===== config.mk =====
export PLATFORM = sky130hd
export DESIGN_NAME = cic_interp_sequencer
export DESIGN_NICKNAME = d
export VERILOG_FILES = /design/src/rtl/cic_interp_sequencer_pkg.sv /design/src/rtl/cic_interp_sequencer_sample_hold.sv /design/src/rtl/cic_interp_sequencer.sv
export SDC_FILE = /design/constraint.sdc
export NUM_CORES = 1
export LEC_CHECK = 0
export ABC_AREA = 1
export CAP_MARGIN = 20
export CORE_ASPECT_RATIO = 1.4
export CORE_MARGIN = 4
export CORE_UTILIZATION = 40
export CTS_CLUSTER_DIAMETER = 30
export DETAILED_ROUTE_END_ITERATION = 7
export PLACE_DENSITY = 0.67
export SYNTH_ARGS = -nofsm -noshare
export SYNTH_HDL_FRONTEND = slang
export SYNTH_SLANG_ARGS = --single-unit

===== constraint.sdc =====
create_clock -name clk -period 1.68 [get_ports clk]
set_clock_uncertainty 0.1 [all_clocks]
set_input_delay 0.336 -clock clk [delete_from_list [all_inputs] [get_ports clk]]
set_output_delay 0.336 -clock clk [all_outputs]
set_load 0.005 [all_outputs]

===== src/rtl/cic_interp_sequencer_pkg.sv =====
// Shared CIC types and default constants for the sequencer and datapath stages.
package cic_pkg;

  typedef enum logic [1:0] {IDLE, PRIME, RUN, FLUSH} seq_state_t;

  localparam int CIC_R      = 16;
  localparam int CIC_N      = 4;
  // Interpolator DC gain is R^(N-1); this is the word growth it implies.
  localparam int CIC_GROWTH = (CIC_N - 1) * $clog2(CIC_R);

endpackage


===== src/rtl/cic_interp_sequencer_sample_hold.sv =====
// One-entry valid/ready sample buffer with load, consume and discard.
module cic_sample_hold #(
  parameter int WIDTH = 16
) (
  input  logic             clk,
  input  logic             rst,
  input  logic             load,
  input  logic [WIDTH-1:0] load_data,
  input  logic             consume,
  input  logic             discard,
  output logic             hold_valid,
  output logic [WIDTH-1:0] hold_data
);

  // Discard/consume win over load; load only happens while empty.
  always_ff @(posedge clk or negedge rst) begin
    if (!rst) begin
      hold_valid <= 1'b0;
      hold_data  <= '0;
    end else begin
      if (discard || consume) hold_valid <= 1'b0;
      else if (load)          hold_valid <= 1'b1;
      if (load && !discard)   hold_data  <= load_data;
    end
  end

endmodule


===== src/rtl/cic_interp_sequencer.sv =====
// CIC interpolator sequencer: input buffering, comb strobe, integrator
// enable and datapath reset, with prime / run / underrun / flush control.
module cic_interp_sequencer
  import cic_pkg::*;
#(
  parameter int WIDTH     = 16,
  parameter int R         = 16,
  parameter int FLUSH_LEN = 64,
  parameter int PHASE_W   = $clog2(R),
  parameter int FLUSH_W   = $clog2(FLUSH_LEN + 1)
) (
  input  logic             clk,
  input  logic             rst,
  input  logic             enable,
  input  logic             clr_underrun,
  input  logic [WIDTH-1:0] s_data,
  input  logic             s_valid,
  output logic             s_ready,
  output logic             comb_en,
  output logic [WIDTH-1:0] comb_data,
  output logic             integ_en,
  output logic             dp_rst_n,
  output logic             underrun,
  output logic             busy
);

  localparam logic [PHASE_W-1:0] PH_LAST = PHASE_W'(R - 1);

  seq_state_t         state, state_d;
  logic [PHASE_W-1:0] phase, phase_d;
  logic [FLUSH_W-1:0] flush_cnt, flush_d;
  logic               hold_valid;
  logic [WIDTH-1:0]   hold_data;
  logic               hs, consume, discard, set_under, comb_ld, last;

  cic_sample_hold #(.WIDTH(WIDTH)) u_hold (
    .clk        (clk),
    .rst        (rst),
    .load       (hs),
    .load_data  (s_data),
    .consume    (consume),
    .discard    (discard),
    .hold_valid (hold_valid),
    .hold_data  (hold_data)
  );

  // State, phase and flush counter registers.
  always_ff @(posedge clk or negedge rst) begin
    if (!rst) begin
      state     <= IDLE;
      phase     <= '0;
      flush_cnt <= '0;
    end else begin
      state     <= state_d;
      phase     <= phase_d;
      flush_cnt <= flush_d;
    end
  end

  // Output decode from registered state only, then next-state and datapath controls.
  always_comb begin
    s_ready   = (state == PRIME || state == RUN) && !hold_valid;
    integ_en  = (state == RUN || state == FLUSH);
    dp_rst_n  = (state != IDLE);
    busy      = (state != IDLE);
    last      = (phase == PH_LAST);
    comb_en   = integ_en && (phase == '0);
    hs        = s_valid && s_ready;
    state_d   = state;
    phase_d   = phase;
    flush_d   = flush_cnt;
    consume   = 1'b0;
    discard   = 1'b0;
    set_under = 1'b0;
    comb_ld   = integ_en && last;
    case (state)
      IDLE: begin
        phase_d = '0;
        if (enable) state_d = PRIME;
      end
      PRIME: begin
        if (!enable) begin
          state_d = IDLE;
          discard = 1'b1;
        end else if (hold_valid || hs) begin
          // Start one cycle before the first strobe so it carries the primed sample.
          state_d = RUN;
          phase_d = PH_LAST;
        end
      end
      RUN: begin
        phase_d = last ? '0 : phase + PHASE_W'(1);
        if (last) begin
          if (hold_valid) consume   = 1'b1;
          else            set_under = 1'b1;
        end
        if (!enable) begin
          state_d = FLUSH;
          flush_d = FLUSH_W'(FLUSH_LEN);
          discard = 1'b1;
        end
      end
      FLUSH: begin
        phase_d = last ? '0 : phase + PHASE_W'(1);
        flush_d = flush_cnt - FLUSH_W'(1);
        if (flush_cnt == FLUSH_W'(1)) begin
          state_d = IDLE;
          phase_d = '0;
        end
      end
      default: state_d = IDLE;
    endcase
  end

  // Comb sample register: buffered sample in RUN, zero on underrun or during flush.
  always_ff @(posedge clk or negedge rst) begin
    if (!rst)         comb_data <= '0;
    else if (comb_ld) comb_data <= (state == RUN && hold_valid) ? hold_data : '0;
  end

  // Sticky underrun; a set in the same cycle as a clear wins.
  always_ff @(posedge clk or negedge rst) begin
    if (!rst)                                         underrun <= 1'b0;
    else if (set_under)                               underrun <= 1'b1;
    else if (clr_underrun || (state == IDLE && enable)) underrun <= 1'b0;
  end

endmodule

==> summary.txt, run 1 <==
Seq cells post-synth = 47
Synthesis Warnings = 0
post-synth top area cell = dfrtp_1
Setup TNS = -2.147 ns
distinct cell type count after synthesis = 25
P_int = 3.275 mW
Pwr Total = 5.316 mW
Synth area leaders = dfrtp_1, nand2_1, inv_1
flop-to-flop setup slack = -0.11 ns
switching power = 2.040 mW
Core ar. = 5275 µm²
# setup viols final = 25
Slew headroom = 78.37%
vias in the first global route = 2,033
Clk pwr share = 12.8%
Setup CP Type = reg2out
Routed Antenna Nets = 0
synthesized area = 2213 µm²
max cap viols = 0
Detailed Route WL = 5771 µm
Critical Path Max Stage Delay = 0.38 ns
first-pass GRT wire length = 9039 µm
Sw Ratio = 38.39%
largest net degree at the start of global routing = 18
CTS tree = built
clock sink total = 47
hold crit path type = in2async
asr flop ratio synth = 100.0%
initial antenna violation count = 0
Post-Place Setup Slack = -0.2488 ns
failing checks = negative setup slack
Post-synth EDFFs = 0
Flop pwr share = 34.7%
vias per inst = 5.033
family with the most delay on the worst path = flip-flops
CP max-delay cell = dfrtp_1
Die Width = 70.87 µm
Reg clk slew, reported paths = 0.09 ns
Total GRT Usage = 17.24%
diode count = 0
Clock Path Buffers = 2
worst path arrival time = 1.37 ns
pwr dens = 1566 nW/µm²
Max VDD drop = 0.8622 mV
Pins Over Slew Limit = 0
CP endpoint = s_ready
post-synth top area share = 53.14%
Layout Area Growth over Synthesis = 53.36%
Tightest Pin Transition = 0.3245 ns
Vias = 1,998
Crit path required time = 1.24 ns
Die ar. = 6805 µm²
post-synthesis area per instance = 8.889 µm²
DRC Markers = 0
I/O pin count = 43
kind of end point of the critical path = output port
status = finished, violations left
Seq/Total Area, Yosys = 53.14%
clock root buffer = clkbuf_8
Setup WS post-layout = -0.1247 ns
Main synth FF type = dfrtp_1
startpoint types = flop
detailed-route wire length per cell = 14.54 µm
Crit. Startpoint = state[0]
non-filler cells, final = 397
fin util = 64.35%
hold slack = 0.3645 ns
Mapped Cells = 249
count of input and output buffers = 42
depth of the CTS H-tree = 2
total gr overflow = 0
routability cong. = 0.8318
Worst path most repeated cell = inv_2
period utilisation layout = 107.4%
DRT iter0 DRCs = 86
Final HPWL DP = 3626 µm
Crit path buffers/inverters = 4
maximum clock frequency = 554.1 MHz
reg2reg start = state[0]
Final Critical Period = 1.805 ns
placed cell area = 2845 µm²
worst r2r dst = u_hold.hold_data[8]
CP cell instances = inv_2, buf_6, ha_4, inv_2, nor2_2, buf_2
Detailed Routing Iterations Pass 1 = 4
Critical Path Stages = 6
leakage = 1.657 nW
Hold Fails Final Rpt = 0
Initial Util = 41.96%
Max FO, Critical Path = 2
Final #Nets = 360
DIE HEIGHT = 96.02 µm
final instance area = 3395 µm²
CTS Buf Count = 5
clock latency on the worst-skew pair = 0.30 ns
Comb power frac = 52.5%
RSZ-0062 raised after global routing = true
share of cells above drive strength 1 = 33.23%
total nets after synthesis = 279
Std-Cell Rows = 31
placed cells = 373
R2R cell count = 11
synthesized netlist by cell type (2+ instances only):
library cell and number:
a22o_1 6, o21ai_1 2, o21ai_0 23, buf_6 2, nand4_1 3, nand2_1 53, dfrtp_1 47, nor3_1 3
ha_1 9, nand3_1 7, nor2_1 22, nand2_2 2, buf_2 2, inv_1 41, a22o_2 7, a21oi_1 10
nand2_4 2
worst reg2reg max path: stages, from the launching register on:
cell and delay, ns:
dfrtp_1 0.38, inv_2 0.07, buf_6 0.12, ha_4 0.26
inv_2 0.03, nor2_2 0.08, buf_4 0.12, nand3_4 0.10
buf_6 0.16, buf_16 0.14, nand2_1 0.06, o21ai_1 0.05
layer usage:
layer	GRT usage [%]	part of all wire [%]	up-vias	wire (µm)
li1	-	-	962	-
met4	8.621	2.4	0	139
met3	4.075	5.5	13	319
met1	18.20	38	957	2211
met5	0	0	-	0
met2	31.81	54	66	3101
layout make-up:
type | count | area [µm²]
sequential | 47 | 1177
fill | 427 | 1881
clock buffer | 6 | 72.57
timing repair buffer | 80 | 809.5
multi-input combinational | 154 | 1075
inverter | 42 | 165.2
clock inverter | 2 | 12.51
tap | 66 | 82.58
cell families after synthesis:
| logic type | synth area share, % |
|---|---|
| and+or+nand+nor | 18.20 |
| AOI/OAI and AO/OA | 14.47 |
| buffers and inverters | 9.101 |
| DFF | 53.14 |
| adders and majority gates | 5.088 |
sequential cells by signal (all words and copies together), names as in the netlist, named ones only:
register           cells
underrun               1
state                  1
u_hold.hold_data      16
u_hold.hold_valid      1
phase                  4
comb_data             16
flush_cnt              7
cell usage in the layout (no fill, tap or decap), types with 2 or more instances in the layout:
| cell type | instances |
|---|---|
| buf_4 | 23 |
| nor3_1 | 2 |
| ha_1 | 6 |
| a21oi_1 | 5 |
| dfrtp_1 | 46 |
| nor2_2 | 4 |
| buf_16 | 3 |
| buf_12 | 2 |
| o21ai_1 | 10 |
| clkdlybuf4s50_1 | 35 |
| nor2_1 | 16 |
| nand2_8 | 2 |
| buf_6 | 9 |
| nand3_1 | 6 |
| buf_2 | 5 |
| o21ai_2 | 10 |
| a21oi_2 | 3 |
| nor2_4 | 4 |
| a22o_1 | 6 |
| o21ai_0 | 5 |
| nand2_4 | 7 |
| nand2_1 | 41 |
| nand2_2 | 7 |
| ha_4 | 3 |
| inv_1 | 34 |
| inv_2 | 6 |
| clkbuf_8 | 5 |
| nand4_1 | 3 |
| a22o_2 | 7 |
| a21oi_4 | 2 |
how the worst min path moves through the flow:
stage / end / cells past startpoint / slack (ns) / from
2_1_floorplan: asynchronous set/reset pin / 0 / -0.06 / rst
3_5_place_dp: comb_data[1] / 1 / 0.15 / rst
4_1_cts: comb_data[9] / 2 / 0.37 / rst
3_3_place_gp: comb_data[1] / 1 / 0.16 / rst
5_1_grt: comb_data[9] / 2 / 0.40 / rst
6_report: u_hold.hold_data[9] / 2 / 0.36 / rst
power by group through the flow:
| stage | combinational, mW | clock [mW] | sequential (mW) |
|---|---|---|---|
| after global routing | 3.03 | 0.743 | 1.89 |
| after floorplan | 1.06 | 0 | 1.80 |
| final | 2.79 | 0.680 | 1.84 |
| after CTS | 2.31 | 0.692 | 1.80 |
| after global placement | 1.93 | 0 | 1.79 |
| after detailed placement | 1.97 | 0 | 1.80 |
repair_timing:
item | CTS | global route
setup buffers | 8 | 5
cloned | 3 | 0
gates resized for setup | 54 | 66
hold endpoints to repair | 12 | 0
hold buffers | 1 | 0
pin swaps | 1 | 9
endpoints found under the setup margin | 30 | 47
Note: power is estimated with default switching activity, not from simulation.
==> run 2: changes to the inputs <==
Settings changed: ABC_AREA 1 to unset, CORE_UTILIZATION 40 to 35, PLACE_DENSITY 0.67 to unset.
Clock period 1.68 ns to 1.8 ns, I/O delays scaled along.
==> summary.txt, run 2 <==
Mapped Cells = 182 (-27%)
Post-synth EDFFs = 0 (unchanged)
distinct cell type count after synthesis = 36 (+44%)
CTS tree = built
kind of end point of the critical path = output port
Clock Path Buffers = 2 (unchanged)
clock root buffer = clkbuf_8
met1 Usage GRT = 16.84% (-1.4 points)
Regs by FF count = comb_data x16, u_hold.hold_data x16, flush_cnt x7
placed cells = 309 (-17%)
status = finished, violations left
max cap viols = 0 (unchanged)
Tightest Pin Transition = 0.2779 ns (-0.04657 ns)
Layout Area Growth over Synthesis = 46.23%
hold crit path type = reg2reg
worst path arrival time = 1.49 ns (+0.12 ns)
post-synthesis area per instance = 11.76 µm² (+32%)
DRT iter0 DRCs = 98 (+14%)
Die Width = 74.10 µm (+4.6%)
commonest non-fill, non-tap cell in the layout = dfrtp_1
Crit path required time = 1.34 ns (+0.10 ns)
routability cong. = 0.7791 (-6.3%)
Pins Over Slew Limit = 0 (unchanged)
post-synth top area share = 54.94% (+1.8 points)
Hold Fails Final Rpt = 0 (unchanged)
leakage = 1.466 nW (-12%)
Reg clk slew, reported paths = 0.09 ns (about the same)
DIE HEIGHT = 100.5 µm (+4.7%)
maximum clock frequency = 512.0 MHz
diode count = 0 (unchanged)
Post-Place Setup Slack = -0.1439 ns (+0.1049 ns)
most frequent cells in the layout = dfrtp_1, clkdlybuf4s50_1, buf_4
min-delay src = u_hold.hold_data[8]
RSZ-0062 raised after global routing = true
CTS Buf Count = 5 (unchanged)
Max FO, Critical Path = 3 (+1)
grt met3 use = 2.196% (-1.9 points)
DRC Markers = 0 (unchanged)
Seq/Total Area, Yosys = 54.94% (+1.8 points)
vias in the first global route = 1,738 (-15%)
clock latency on the worst-skew pair = 0.29 ns (about the same)
Slew headroom = 81.47% (+3.1 points)
count of input and output buffers = 42 (unchanged)
Setup WS post-layout = -0.1532 ns (-0.02859 ns)
most frequent cells after synthesis = dfrtp_1, a22o_1, mux2_2
Final Critical Period = 1.953 ns
Final #Nets = 286 (-21%)
Synth area leaders = dfrtp_1, mux2_2, a22o_1
failing checks = negative setup slack
depth of the CTS H-tree = 2 (unchanged)
asr flop ratio synth = 100.0% (unchanged)
I/O pin count = 43 (unchanged)
largest net degree at the start of global routing = 48 (+30)
Main synth FF type = dfrtp_1
Core ar. = 5904 µm² (+12%)
post-synth top area cell = dfrtp_1
Seq cells post-synth = 47 (unchanged)
Routed Antenna Nets = 0 (unchanged)
Std-Cell Rows = 33 (+6.5%)
WHS Path Cells = 1
Detailed Route WL = 4975 µm (-14%)
first-pass GRT wire length = 8231 µm (-8.9%)
clock sink total = 47 (unchanged)
R2R cell count = 7 (-4)
synthesized area = 2141 µm² (-3.3%)
pwr dens = 605.1 nW/µm² (-61%)
initial antenna violation count = 0 (unchanged)
period utilisation layout = 108.5%
Hold EP = comb_data[8]
Total GRT Usage = 14.46% (-2.8 points)
GR peak layer = met2
share of cells above drive strength 1 = 33.20% (about the same)
Die ar. = 7450 µm² (+9.5%)
fin util = 53.02% (-11 points)
startpoint types = flop
Final HPWL DP = 3388 µm (-6.5%)
Vias = 1,653 (-17%)
detailed-route wire length per cell = 15.26 µm (+5.0%)
count leader, synth = dfrtp_1
Global Route met2 Usage = 25.48% (-6.3 points)
worst r2r dst = u_hold.hold_data[13]
flop-to-flop setup slack = -0.01 ns (+0.10 ns)
filler cell count in the final layout = 519 (+22%)
Max VDD drop = 0.3684 mV (-57%)
vias per inst = 5.071 (+0.75%)
Setup CP Type = reg2out
hold slack = 0.3898 ns (+0.02524 ns)
total nets after synthesis = 212 (-24%)
total gr overflow = 0 (unchanged)
Detailed Routing Iterations Pass 1 = 4 (unchanged)
# setup viols final = 8 (-68%)
Initial Util = 36.26% (-5.7 points)
non-filler cells, final = 326 (-18%)
Synthesis Warnings = 0 (unchanged)
run 2: cell count changes in the layout (fill, tap and decap cells not counted), sizes merged, moves of 9 or more:
cell,delta
buf,-9
inv,-33
nand2,-41
nor2,-14
mux2,+16
o21ai,-13
run 2: how the worst max path moves through the flow:
stage	startpoint	to	slack, ns	depth (start not counted)
2_1_floorplan	state[0]	u_hold.hold_data[0]	0.001	7
3_3_place_gp	flop	comb_en	-0.11	4
3_5_place_dp	flop	comb_en	-0.14	4
4_1_cts	flop	comb_en	-0.15	5
5_1_grt	flop	comb_en	-0.21	5
6_report	flop	comb_en	-0.15	5
run 2: area by class of cell:
cell class                      count  area, µm²  share of cell area, %
Inverter                            9      36.28                  1.159
Sequential cell                    47       1176                  37.57
Clock buffer                        5      68.82                  2.198
Multi-Input combinational cell    120       1045                  33.37
Timing Repair Buffer               73      679.4                  21.70
Tap cell                           70      87.58                  2.798
Clock inverter                      2      37.54                  1.199
run 2: critical path, cell delays in order (launching register included):
cell and delay (ns):
dfrtp_1 0.42, buf_6 0.13, ha_4 0.14, or2_1 0.24, and3_1 0.14, buf_2 0.12
run 2: per-stage QoR:
step	total power [mW]	setup TNS, ns	area, µm²
after CTS	1.919	-0.2062	3043
after global placement	1.156	-0.5379	2829
after global routing	1.982	-1.524	3131
final	1.894	-0.2651	3131
after floorplan	1.078	0	2177
after detailed placement	1.156	-0.7822	2829
run 2: timing repair:
item | 4_1_cts | 5_1_grt
resized for setup | 26 | 21
hold buffers | 1 | 0
hold endpoints to repair | 47 | 0
pin swaps | 2 | 3
gates cloned | 0 | 1
buffers inserted | 7 | 1
endpoints found under the setup margin | 21 | 34
run 2: kinds of logic (layout without fill, tap and decap cells):
logic type | after synthesis | in the layout | share of synthesized area, %
AOI/OAI and AO/OA | 45 | 45 | 15.49
and+or+nand+nor | 46 | 47 | 11.28
adders and majority gates | 9 | 9 | 5.260
DFF | 47 | 47 | 54.94
buffers and inverters | 16 | 89 | 3.215
muxes | 19 | 19 | 9.819
run 2: where the power goes:
part / total [mW] / internal [mW] / leakage [nW] / switching [mW]
sequential: 1.05 / 1.05 / 0.616 / 0.0000000000000000511
clock: 0.755 / 0.406 / 0.0502 / 0.349
combinational: 0.0845 / 0.0479 / 0.799 / 0.0366
total: 1.89 / 1.51 / 1.47 / 0.386
run 2: metal layers:
metal	wire, µm	share of wire, %
met3	195	3.9
met5	0	0
met1	2061	41
met4	119	2.4
met2	2598	52
